### config.mk
export PLATFORM = sky130hd
export DESIGN_NAME = uart_tx_arbiter
export DESIGN_NICKNAME = d
export VERILOG_FILES = /design/src/rtl/uart_tx_arbiter.sv
export SDC_FILE = /design/constraint.sdc
export NUM_CORES = 1
export LEC_CHECK = 0
export ABC_AREA = 1
export CORE_ASPECT_RATIO = 0.8
export CORE_MARGIN = 5
export CORE_UTILIZATION = 30
export DETAILED_ROUTE_END_ITERATION = 6
export SLEW_MARGIN = 20
export SYNTH_ARGS = -nofsm -noshare
export SYNTH_HDL_FRONTEND = slang
export SYNTH_SLANG_ARGS = --single-unit
### constraint.sdc
create_clock -name clk -period 3.7 [get_ports clk]
set_input_delay 0.37 -clock clk [delete_from_list [all_inputs] [get_ports clk]]
set_output_delay 0.37 -clock clk [all_outputs]
set_load 0.05 [all_outputs]
### src/rtl/uart_tx_arbiter.sv
// Round-robin arbiter that lets CORES requesters share a single UART transmitter.
// It issues one start pulse per byte and flags a UART that never reports busy.
module uart_tx_arbiter #(
    parameter int CORES        = 4,
    parameter int WIDTH        = 8,
    parameter int BUSY_TIMEOUT = 15,
    localparam int GW          = (CORES > 1) ? $clog2(CORES) : 1
) (
    input  logic                   clk,
    input  logic                   reset,
    input  logic [CORES-1:0]       req,
    input  logic [CORES*WIDTH-1:0] data_in,
    output logic [CORES-1:0]       ack,
    output logic                   uart_start,
    output logic [WIDTH-1:0]       uart_data_tx,
    input  logic                   uart_busy,
    output logic [GW-1:0]          grant_id,
    output logic                   timeout_err
);

    localparam int CW = (BUSY_TIMEOUT > 0) ? $clog2(BUSY_TIMEOUT + 1) : 1;

    localparam logic [1:0] S_IDLE      = 2'd0;
    localparam logic [1:0] S_START     = 2'd1;
    localparam logic [1:0] S_WAIT_BUSY = 2'd2;
    localparam logic [1:0] S_WAIT_DONE = 2'd3;

    logic [1:0]       r_state;
    logic [CORES-1:0] r_ack;
    logic             r_start;
    logic [WIDTH-1:0] r_data;
    logic [GW-1:0]    r_gid;
    logic [GW-1:0]    r_last;
    logic [CW-1:0]    r_cnt;
    logic             r_timeout;

    logic             w_found;
    logic [GW-1:0]    w_gnt;
    logic [GW-1:0]    w_cand;
    logic [CW-1:0]    w_cnt_next;
    logic [WIDTH-1:0] w_bytes [CORES];

    always_comb begin
        for (int unsigned i = 0; i < CORES; i++) begin
            w_bytes[i] = data_in[i*WIDTH +: WIDTH];
        end
    end

    // Scan starts one past the last winner, so the first hit is the round-robin choice.
    always_comb begin
        w_found = 1'b0;
        w_gnt   = '0;
        w_cand  = '0;
        for (int unsigned i = 1; i <= CORES; i++) begin
            w_cand = GW'((32'(r_last) + i) % 32'(CORES));
            if (!w_found && req[w_cand]) begin
                w_found = 1'b1;
                w_gnt   = w_cand;
            end
        end
    end

    assign w_cnt_next = r_cnt + CW'(1);

    always_ff @(posedge clk or negedge reset) begin
        if (!reset) begin
            r_state   <= S_IDLE;
            r_ack     <= '0;
            r_start   <= 1'b0;
            r_data    <= '0;
            r_gid     <= '0;
            r_last    <= GW'(CORES - 1);
            r_cnt     <= '0;
            r_timeout <= 1'b0;
        end else begin
            case (r_state)
                S_IDLE: begin
                    if (w_found && !uart_busy) begin
                        r_ack   <= CORES'(1) << w_gnt;
                        r_start <= 1'b1;
                        r_data  <= w_bytes[w_gnt];
                        r_gid   <= w_gnt;
                        r_last  <= w_gnt;
                        r_state <= S_START;
                    end
                end
                S_START: begin
                    r_ack   <= '0;
                    r_start <= 1'b0;
                    r_cnt   <= '0;
                    r_state <= S_WAIT_BUSY;
                end
                S_WAIT_BUSY: begin
                    if (uart_busy) begin
                        r_state <= S_WAIT_DONE;
                    end else begin
                        r_cnt <= w_cnt_next;
                        if (w_cnt_next >= CW'(BUSY_TIMEOUT)) begin
                            r_state   <= S_IDLE;
                            r_timeout <= 1'b1;
                        end
                    end
                end
                S_WAIT_DONE: begin
                    if (!uart_busy) begin
                        r_state <= S_IDLE;
                    end
                end
                default: r_state <= S_IDLE;
            endcase
        end
    end

    assign ack          = r_ack;
    assign uart_start   = r_start;
    assign uart_data_tx = r_data;
    assign grant_id     = r_gid;
    assign timeout_err  = r_timeout;

endmodule

==> results of run 1 <==
==> registers in the layout (all words and copies together) (netlist names) <==
register	flops
ack	4
grant_id	2
r_cnt	4
r_last	2
r_state	2
timeout_err	1
uart_data_tx	8
uart_start	1
==> cells in the final DEF (no fill, tap or decap), drive strengths merged, types with 2 or more instances in the layout <==
cell            n
inv            37
ha              2
nand2          88
nor2            8
or2            10
nand4           2
clkdlybuf4s50  53
nand3          42
o21ai           7
clkbuf          3
xor2            2
dfstp           2
dfrtp          22
==> synth_stat cells (all sizes together) <==
cell    instances
nand2          88
nand3          42
inv            37
dfrtp          22
or2            10
nor2            8
buf             7
o21ai           7
dfstp           2
ha              2
nand4           2
xor2            2
a21oi           1
a31o            1
clkinv          1
o221ai          1
o31ai           1
==> layout make-up <==
class	instances	share of cell area, %
well taps	65	3.55
multi-input cells	165	37.0
clock inverters	1	1.31
inverters	38	6.56
flip-flops and latches	24	26.3
repair buffers	54	23.4
clock buffers	3	1.80
==> power by group through the flow <==
stage / combinational (uW) / sequential [uW] / clock [uW]
floorplan: 921 / 688 / 0
global placement: 1410 / 479 / 0
detailed placement: 1410 / 480 / 0
CTS: 1420 / 478 / 236
global route: 1550 / 494 / 246
finish: 1390 / 476 / 228
==> cell families after synthesis <==
| family | synth area share, % |
|---|---|
| flip-flops | 36.3 |
| adder cells (fa/ha/maj) | 1.50 |
| AO/OA/AOI/OAI | 4.14 |
| buffers and inverters | 12.7 |
| XOR/XNOR | 1.05 |
| AND/OR/NAND/NOR | 44.3 |
==> stage by stage <==
step	std cells	setup slack, ns	area [um2]	utilization (%)
6_report	350	1.38	2290	42.4
5_1_grt	350	1.18	2290	42.4
4_1_cts	350	1.32	2290	42.5
3_5_place_dp	346	1.14	2220	41.1
3_3_place_gp	346	1.23	2220	41.1
2_1_floorplan	234	1.86	1660	-
==> metal layers <==
layer  up-vias  GRT usage [%]  part of all wire [%]
met5         -              0                     0
met3         2           4.94                   9.0
li1        831              -                     -
met2        44           18.1                    43
met4         0           2.20                  0.57
met1       674           14.9                    47
==> worst max path at each step <==
stage,endpoint,slack [ns]
3_5_place_dp,ack[2],1.14
5_1_grt,ack[2],1.18
2_1_floorplan,uart_data_tx[1],1.86
3_3_place_gp,ack[2],1.23
4_1_cts,ack[2],1.32
6_report,ack[2],1.38
==> results.ini, run 1 <==
[grt]
overflow = 0
antenna_found_initial = 0
grt_pass1_vias = 1528
grt_max_degree = 31
grt_usage_pct = 11.6
grt_pass1_wl_um = 6840

[route]
wl_per_cell_um = 11.1
ant_nets = 0
route.detailed.drc = 0
first_pass_iters = 4
drt_first_iter_violations = 78
totalWireLength_um = 3870
vias = 1551
vias_per_cell = 4.43

[worst_setup_path]
cpMaxStageDelayCell = dfstp_2
startpoint = r_last[0]
crit_path_start_kind = flop
crit_arrival_ns = 2.52
crit_cells = 10
cp-end-kind = flop
critPathMaxFanout = 20
worst_path_dominant_cell_family = simple AND/OR/NAND/NOR gates
r2r_end = ack[2]
path_cells = nand2_1 > nand2_2 > nand2_1 > nand2_1 > inv_2 > nand3_2 > nand4_2 > nor2_4 > inv_1 > o21ai_1
rrSetupSlack_ns = 1.38
crit_path_max_incr_delay_ns = 0.66
critPathMostFrequentCell = nand2_1
crit_buf_inv = 2
r2r.worst_path.cells = 10
r2r_start = r_last[0]
crit_type = reg -> reg
worstPathRequired_ns = 3.90

[layout]
area_growth_pct = 37.7
fillers = 590
nets = 327
multi_input_area_um2 = 848
drive_gt1_share_pct = 11.9
n_antenna_cell = 0
seq_area_um2 = 603

[yosys]
synth_largest_area_cell = dfrtp_1
syn_area_mm2 = 0.00166
synth_top_area_share_pct = 33.1
netlist_instances = 234
yosysSeqAreaShare_pct = 36.3
ys_ff_latch = 24
synth_cell_types = 30
synthTopCellsByArea = dfrtp_1, nand2_1, nand3_1
synth_area_per_cell_um2 = 7.11
synth_warnings = 0
synth_nets = 275

[die]
fp.coreArea_mm2 = 0.00541
initial_core_util_pct = 30.8
io_pins = 55
die_area_mm2 = 0.00714
rows = 24
die_w_um = 93.2
die_y_um = 76.6

[place]
detailed_place_hpwl_um = 3010
portBuffers = 54
routabilityCongestion = 0.729

[sta]
slew_headroom_pct = 58.4
fin_skew_ns = 0.00280
hold_slack_ns = 0.0710
max_freq_ghz = 0.430
hold_viol = 0
worst_pin_slew_ns = 0.623
rsz0062_at_grt = no
setup_violations = 0
fin_crit_ns = 2.32
layout_worst_path_cycle_share_pct = 62.8
slew_viol_final = 0
fin_tns_setup_ns = 0

[flow_run]
maxCapViolCount = 0

[worst_hold_path]
hold_path.class = in -> async

[status]
status = complete, no violations

[power_and_ir_drop]
leakage_uw = 0.00115
p_int_uw = 987
power_density_mw_per_mm2 = 916
power_uw = 2100
p_seq_share_pct = 22.7
clkPwrFrac_pct = 10.9
p_sw_uw = 1110
p_sw_share_pct = 52.9
pwr-share-comb_pct = 66.4
worst_ir_drop_vdd_mv = 0.351

[clock_tree]
postCtsHoldBufs = 0
clockBufferDepth = 2
clk_pin_slew_ns = 0.08
cts_resized = 0
cts_inserted_buffers = 3
clk_latency_ns = 0.27
post_cts_buffers = 0
cts.sinks = 24
cts.htree.levels = 1
tritoncts = built
ctsRootBufferMaster = clkbuf_8

Power figures use the tool's default switching activity.
==> inputs of run 2 (changes only) <==
clock period = 1.95 ns   (was 3.7 ns; I/O delays follow)
==> results.ini, run 2 (same netlist as run 1, synthesis figures left out) <==
[layout]
drive_gt1_share_pct = 20.9  ; +9.0 points
largest_reg_flops = 8  ; unchanged
layout_common_cells = nand2_1, clkdlybuf4s50_1, nand3_1
finalInstanceArea_mm2 = 0.00255  ; +11%
layout_commonest_cell = nand2_1
area_growth_pct = 53.2
n_antenna_cell = 0  ; unchanged
nets = 348  ; +6.4%

[sta]
worst_pin_slew_ns = 0.525  ; -0.0973 ns
rsz0062_at_grt = yes
max_freq_ghz = 0.516  ; +20%
slew_headroom_pct = 64.9  ; +6.5 points
slew_viol_final = 0  ; unchanged
setup_violations = 0  ; unchanged
fin_tns_setup_ns = 0  ; unchanged
layout_worst_path_cycle_share_pct = 99.4  ; +37 points
fin_skew_ns = 0.00507  ; +0.00227 ns
hold_viol = 0  ; unchanged
fin_crit_ns = 1.94  ; -0.385 ns

[power_and_ir_drop]
worst_ir_drop_vdd_mv = 0.753  ; +110%
power_uw = 4620  ; +120%
leakage_uw = 0.00126  ; +9.7%
power_density_mw_per_mm2 = 1810  ; +98%

[route]
drt_first_iter_violations = 50  ; -36%
first_pass_iters = 4  ; unchanged
ant_nets = 0  ; unchanged
route.detailed.drc = 0  ; unchanged
vias = 1645  ; +6.1%
vias_per_cell = 4.43  ; about the same
totalWireLength_um = 4160  ; +7.5%
wl_per_cell_um = 11.2  ; +1.4%

[grt]
grt_pass1_wl_um = 7220  ; +5.6%
grt_usage_pct = 12.1  ; +0.51 points
overflow = 0  ; unchanged
antenna_found_initial = 0  ; unchanged
grt_max_degree = 25  ; -19%
grt_pass1_vias = 1600  ; +4.7%

[die]
die_w_um = 93.2  ; unchanged
initial_core_util_pct = 30.8  ; unchanged
rows = 24  ; unchanged
fp.coreArea_mm2 = 0.00541  ; unchanged
die_area_mm2 = 0.00714  ; unchanged
die_y_um = 76.6  ; unchanged
io_pins = 55  ; unchanged

[worst_setup_path]
crit_path_max_incr_delay_ns = 0.61  ; -0.05 ns
worstPathRequired_ns = 2.11  ; -1.79 ns
crit_type = reg -> reg
path_cells = clkinv_4 > nand2_2 > nand2_4 > nand2_4 > nand2_4 > nor2_4 > nand3_4 > nand2_8 > nand2_8 > or2_0 > nand3_1 > nand3_1
cp-end-kind = flop
crit_path_start_kind = flop
crit_buf_inv = 1  ; -1
crit_arrival_ns = 2.10  ; -0.42 ns
cpMaxStageDelayCell = dfstp_2
worst_path_dominant_cell_family = simple AND/OR/NAND/NOR gates
critPathMaxFanout = 15  ; -25%
critPathMostFrequentCell = nand2_4

[clock_tree]
ctsRootBufferMaster = clkbuf_8
clk_pin_slew_ns = 0.08  ; about the same
cts.htree.levels = 1  ; unchanged
cts.sinks = 24  ; unchanged
tritoncts = built
cts_inserted_buffers = 3  ; unchanged
clk_latency_ns = 0.26  ; about the same
clockBufferDepth = 2  ; unchanged
postCtsHoldBufs = 0  ; unchanged

[status]
status = complete, no violations

[place]
place_area_mm2 = 0.00234  ; +5.1%
detailed_place_hpwl_um = 3180  ; +5.4%
portBuffers = 54  ; unchanged
routabilityCongestion = 0.836  ; +15%

[worst_hold_path]
hold_path.class = in -> async

[flow_run]
maxCapViolCount = 0  ; unchanged

[run 2: cell count changes in the layout (fill, tap and decap cells not counted), moves of 2 or more]
cell     change
nand2_2      +2
o21ai_0      -2
nand2_1      -6
o21ai_2      +2
nand2_4      +2
nand2_8      +3
buf_4       +16
buf_6        +4
[run 2: final timing paths]
check	endpoint	slack (ns)	cells past startpoint	from
max reg2reg	uart_data_tx[7]	0.01	12	r_last[0]
min	timeout_err	0.29	2	reset
max in group asynchronous	r_last[1]	1.37	2	reset
max	uart_data_tx[7]	0.01	12	r_last[0]
min in group clk	timeout_err	0.48	1	timeout_err
min reg2reg	timeout_err	0.48	1	timeout_err
[run 2: area by class of cell]
cell class                      instances  area, um2
Sequential cell                        24        603
Inverter                               38        150
Tap cell                               65       81.3
Clock buffer                            4       55.1
Timing Repair Buffer                   74        706
Fill cell                             575       2860
Multi-Input combinational cell        166        952
[run 2: through the flow]
| stage | hold WS [ns] | utilization (%) | setup WS (ns) | instances |
|---|---|---|---|---|
| global placement | 0.460 | 43.2 | -0.0615 | 361 |
| detailed placement | 0.469 | 43.2 | -0.0653 | 361 |
| floorplan | -0.101 | - | 0.112 | 234 |
| finish | 0.290 | 47.1 | 0.0116 | 371 |
| CTS | 0.295 | 45.6 | -0.0122 | 367 |
| global route | 0.322 | 47.1 | -0.137 | 371 |
[run 2: what timing repair did]
item	CTS	global route
endpoints found under the hold margin	0	0
pin swaps	1	6
resized for setup	10	17
setup buffers	1	4
setup endpoints to repair	11	16
cloned	1	0
[run 2: power breakdown]
part,switching [uW],leakage (uW),internal (uW)
combinational,2090,0.000932,1310
sequential,162,0.000303,723
clock,154,0.0000288,180
total,2410,0.00126,2220
[run 2: routing by layer]
metal  track usage, %  part of all wire, %
met3             5.03                  8.3
met1             15.9                   46
met5                0                    0
met2             19.5                   46
met4            0.439                    0
